### src/rtl/sync_debounce_edge.sv
// Synchroniser + debouncer producing a clean level and one-cycle rise/fall pulses.
// Optional macro GLITCH_CNT_EN adds a saturating 8-bit rejected-glitch counter (glitch_cnt_o).
module sync_debounce_edge #(
  parameter int SYNC_STAGES = 2,
  parameter int DB_CYCLES   = 16
) (
  input  logic       clk,
  input  logic       rst_ni,
  input  logic       async_i,
  input  logic       en_i,
  output logic       level_o,
  output logic       rise_o,
  output logic       fall_o
`ifdef GLITCH_CNT_EN
  ,
  output logic [7:0] glitch_cnt_o
`endif
);

  localparam int            CW       = $clog2(DB_CYCLES + 1);
  localparam logic [CW-1:0] CNT_LAST = CW'(DB_CYCLES - 1);
  localparam bit            SINGLE   = (DB_CYCLES == 1);

  typedef enum logic [1:0] {STABLE_LO, PEND_HI, STABLE_HI, PEND_LO} state_e;

  state_e                 state_q, state_d;
  logic [SYNC_STAGES-1:0] sync_q;
  logic [CW-1:0]          cnt_q, cnt_d;
  logic                   level_q, level_d;
  logic                   rise_q, rise_d;
  logic                   fall_q, fall_d;
  logic                   s;

  assign s = sync_q[SYNC_STAGES-1];

  always_ff @(posedge clk or negedge rst_ni) begin
    if (!rst_ni) begin
      sync_q  <= '0;
      state_q <= STABLE_LO;
      cnt_q   <= '0;
      level_q <= 1'b0;
      rise_q  <= 1'b0;
      fall_q  <= 1'b0;
    end else begin
      sync_q  <= {sync_q[SYNC_STAGES-2:0], async_i};
      state_q <= state_d;
      cnt_q   <= cnt_d;
      level_q <= level_d;
      rise_q  <= rise_d;
      fall_q  <= fall_d;
    end
  end

  always_comb begin
    state_d = state_q;
    cnt_d   = cnt_q;
    level_d = level_q;
    rise_d  = 1'b0;
    fall_d  = 1'b0;
    // Disable parks the FSM on the current level; a pending change is dropped silently.
    if (!en_i) begin
      state_d = level_q ? STABLE_HI : STABLE_LO;
      cnt_d   = '0;
    end else begin
      case (state_q)
        STABLE_LO: if (s) begin
          if (SINGLE) begin
            state_d = STABLE_HI;
            level_d = 1'b1;
            rise_d  = 1'b1;
          end else begin
            state_d = PEND_HI;
            cnt_d   = CW'(1);
          end
        end
        PEND_HI: begin
          if (!s) begin
            state_d = STABLE_LO;
            cnt_d   = '0;
          end else if (cnt_q == CNT_LAST) begin
            state_d = STABLE_HI;
            level_d = 1'b1;
            rise_d  = 1'b1;
            cnt_d   = '0;
          end else begin
            cnt_d = cnt_q + CW'(1);
          end
        end
        STABLE_HI: if (!s) begin
          if (SINGLE) begin
            state_d = STABLE_LO;
            level_d = 1'b0;
            fall_d  = 1'b1;
          end else begin
            state_d = PEND_LO;
            cnt_d   = CW'(1);
          end
        end
        PEND_LO: begin
          if (s) begin
            state_d = STABLE_HI;
            cnt_d   = '0;
          end else if (cnt_q == CNT_LAST) begin
            state_d = STABLE_LO;
            level_d = 1'b0;
            fall_d  = 1'b1;
            cnt_d   = '0;
          end else begin
            cnt_d = cnt_q + CW'(1);
          end
        end
        default: begin
          state_d = STABLE_LO;
          cnt_d   = '0;
        end
      endcase
    end
  end

  assign level_o = level_q;
  assign rise_o  = rise_q;
  assign fall_o  = fall_q;

`ifdef GLITCH_CNT_EN
  logic [7:0] gcnt_q;
  logic       glitch;

  assign glitch = en_i & (((state_q == PEND_HI) & ~s) | ((state_q == PEND_LO) & s));

  always_ff @(posedge clk or negedge rst_ni) begin
    if (!rst_ni)                       gcnt_q <= '0;
    else if (glitch && gcnt_q != 8'hFF) gcnt_q <= gcnt_q + 8'd1;
  end

  assign glitch_cnt_o = gcnt_q;
`endif

endmodule

### config.mk
export PLATFORM = sky130hd
export DESIGN_NAME = sync_debounce_edge
export DESIGN_NICKNAME = d
export VERILOG_FILES = /design/src/rtl/sync_debounce_edge.sv
export SDC_FILE = /design/constraint.sdc
export NUM_CORES = 1
export LEC_CHECK = 0
export CAP_MARGIN = 20
export CORE_MARGIN = 2
export CORE_UTILIZATION = 30
export CTS_BUF_LIST = sky130_fd_sc_hd__clkbuf_2 sky130_fd_sc_hd__clkbuf_4 sky130_fd_sc_hd__clkbuf_8
export CTS_CLUSTER_SIZE = 40
export DETAILED_ROUTE_END_ITERATION = 10
export SYNTH_ARGS = -nofsm -noshare
export SYNTH_HDL_FRONTEND = slang
export SYNTH_SLANG_ARGS = --single-unit
### constraint.sdc
create_clock -name clk -period 1.7 [get_ports clk]
set_input_delay 0.17 -clock clk [delete_from_list [all_inputs] [get_ports clk]]
set_output_delay 0.17 -clock clk [all_outputs]
set_load 0.05 [all_outputs]
==> results.md <==
- Status: complete, no violations
- Gpl congestion: 0.824
- Largest family of logic cells by synthesized area: simple AND/OR/NAND/NOR gates
- Syn nets: 58
- TNS Setup: 0 ns
- Slowest-stage cell, CP: clkdlybuf4s50_1
- Cell family with most CP delay: buffers and inverters
- First-pass GRT wire length: 1640 um
- Layout cells sized above 1: 8.20%
- Setup bufs post-CTS: 0
- Largest net degree at the start of global routing: 13
- Cell variety after synth: 24
- Nets: 68
- Number of buffers created by CTS: 3
- Antenna violations before repair: 0
- Period Utilization, post-route: 91.0%
- CP max stage delay: 0.79 ns
- DP Area: 641 um^2
- GRT Util Overall: 10.9%
- Post-cts resize count: 0
- Clock Latency Late Sink: 0.26 ns
- Hpwl dp: 719 um
- CTS tree: done
- # diodes: 0
- Fin crit period: 1.55 ns
- Synth Area in Adders: 2.26%
- Iteration-0 DRC Markers: 5
- Pleak: 0.292 nW
- Drt pass-1 iters: 4
- Vias in the first global route: 376
- Post-route ant nets: 0
- Core ar.: 1730 um^2
- Mapped cell area: 553 um^2
- Clk_skew: 0.00169 ns
- Clock root buffer: clkbuf_4
- Worst slew pin tran: 0.524 ns
- Clk buf depth: 2
- Sequential cell area fraction in the yosys report: 54.3%
- Peak supply drop: 0.000565 V
- Mean Syn Cell Area: 10.4 um^2
- Total of max-cap violations: 0
- XOR/XNOR Fraction of Synth Area: 4.75%
- Critical-path cell list: clkdlybuf4s50_1
- Final Hold Viols: 0
- # H-tree levels: 1
- Synth warnings: 0
- Worst setup EP type: primary output
- Initial Utilization: 32.0%
- Buffer and inverter count on the worst path: 1
- Ports: 7
- PwrDens: 785 nW/um^2
- Total gr overflow: 0
- Number of vias per cell: 4.84
- Clock-pin slew on the worst setup and hold paths: 0.07 ns
- Gate Count Post-Synth: 53
- Critical Path AT: 1.38 ns
- CTS Hold Bufs: 0
- Simple-Gate Fraction of Synth Area: 23.3%
- IO buf count: 6
- Num Clock Sinks: 12
- Synth Area in Compound Gates: 12.4%
- WL final: 996 um
- Die ar.: 2200 um^2
- Unrepaired setup endpoints after global routing: no
- Fill cells: 179
- Vias after detailed routing: 416
- Die Ht: 46.9 um
- WS Path Type: flip-flop to primary output
- Post-synthesis mux area share: 0%
- Finished layout cell area: 663 um^2
- Startpoint Class: flip-flop
- Row count: 15
- Layout area overhead: 19.9%
- Max Clock Freq: 0.646 GHz
- Worst Path Required: 1.53 ns
- Final Setup Violations: 0
- Worst slew margin: 64.9%
- HP Class: primary input to asynchronous set/reset pin
- Fin. max-slew vios: 0
- Peak fanout along the critical path: 1
- Post-route DRC: 0
- Synthesis-stage register bit count: 12
- Routed length per instance: 11.6 um
- DIE WIDTH: 46.9 um
[placed cells by master (no fill, tap or decap)]
| master | Yosys | final |
|---|---|---|
| o211a_1 | 1 | 1 |
| buf_4 | 0 | 2 |
| clkdlybuf4s50_1 | 0 | 5 |
| nor4b_1 | 2 | 2 |
| clkbuf_4 | 0 | 3 |
| xor2_1 | 2 | 2 |
| a41oi_1 | 1 | 1 |
| inv_1 | 2 | 2 |
| dfrtp_1 | 12 | 12 |
| nor3_1 | 1 | 1 |
| a21oi_1 | 2 | 2 |
| nand3_1 | 6 | 6 |
| a21boi_0 | 2 | 2 |
| nand2_1 | 5 | 5 |
| nand4b_1 | 1 | 1 |
| ha_1 | 1 | 1 |
| xnor2_1 | 1 | 1 |
| nand4_1 | 1 | 1 |
| and3_1 | 2 | 2 |
| o21ai_0 | 2 | 2 |
| nor2_1 | 2 | 2 |
| o31a_1 | 1 | 1 |
| a31oi_1 | 1 | 1 |
| nor4_1 | 2 | 2 |
| and4b_1 | 1 | 1 |
[power breakdown]
part	internal, mW	switching (mW)
clock	0.0819	0.0829
sequential	0.295	0.0135
combinational	0.0199	0.0274
total	0.397	0.124
[cells in the mapped netlist, drive strengths merged]
cell    instances  area (um^2)
a21boi          2         15.0
a21oi           2         10.0
a31oi           1         6.26
a41oi           1         8.76
and3            2         12.5
and4b           1         10.0
buf             1         5.00
clkbuf          1         3.75
dfrtp          12          300
ha              1         12.5
inv             2         7.51
nand2           5         18.8
nand3           6         30.0
nand4           1         6.26
nand4b          1         8.76
nor2            2         7.51
nor3            1         5.00
nor4            2         12.5
nor4b           2         17.5
o211a           1         10.0
o21ai           2         10.0
o31a            1         8.76
xnor2           1         8.76
xor2            2         17.5
[area by class of cell]
| type | count | area [um^2] | area share [%] |
|---|---|---|---|
| sequential | 12 | 300 | 45.3 |
| clock buffer | 3 | 22.5 | 3.40 |
| inverter | 2 | 7.51 | 1.13 |
| timing repair buffer | 7 | 65.1 | 9.81 |
| multi-input combinational | 37 | 236 | 35.7 |
| tap | 25 | 31.3 | 4.72 |
[flip-flops by register name, indices dropped and copies added (netlist names), named ones only]
name     cells
cnt_q        5
sync_q       2
fall_o       1
level_o      1
rise_o       1
state_q      1
[through the flow]
| step | setup WS [ns] | power [mW] | std cells | utilization, % | hold WS (ns) |
|---|---|---|---|---|---|
| 2_1_floorplan | 0.388 | 0.340 | 53 | - | -0.126 |
| 3_3_place_gp | 0.275 | 0.361 | 83 | 37.1 | 0.334 |
| 3_5_place_dp | 0.239 | 0.362 | 83 | 37.1 | 0.335 |
| 4_1_cts | 0.141 | 0.529 | 86 | 38.4 | 0.261 |
| 5_1_grt | 0.0622 | 0.548 | 86 | 38.4 | 0.277 |
| 6_report | 0.152 | 0.520 | 86 | 38.4 | 0.247 |
[worst paths after layout]
check / start / endpoint / slack, ns / depth (start not counted)
max: fall_o / fall_o / 0.15 / 1
min: rst_ni / level_o / 0.25 / 1
max reg2reg: cnt_q[0] / cnt_q[3] / 0.26 / 4
min reg2reg: sync_q[0] / sync_q[1] / 0.35 / 0
max in group asynchronous: rst_ni / cnt_q[0] / 1.10 / 1
min in group clk: async_i / sync_q[0] / 0.34 / 1
[layer usage]
layer | global-route usage, % | up-vias | part of all wire [%]
li1 | - | 212 | -
met1 | 14.9 | 191 | 52
met2 | 15.1 | 11 | 41
met3 | 5.77 | 2 | 4.8
met4 | 3.33 | 0 | 1.3
met5 | 0 | - | 0
[cells by family after synthesis]
group                      after synthesis
AOI/OAI and AO/OA                       10
xor gates and xnor gates                 3
adders and majority gates                1
buffers and inverters                    4
DFF                                     12
and+or+nand+nor                         23
(Power assumes the default switching activity.)
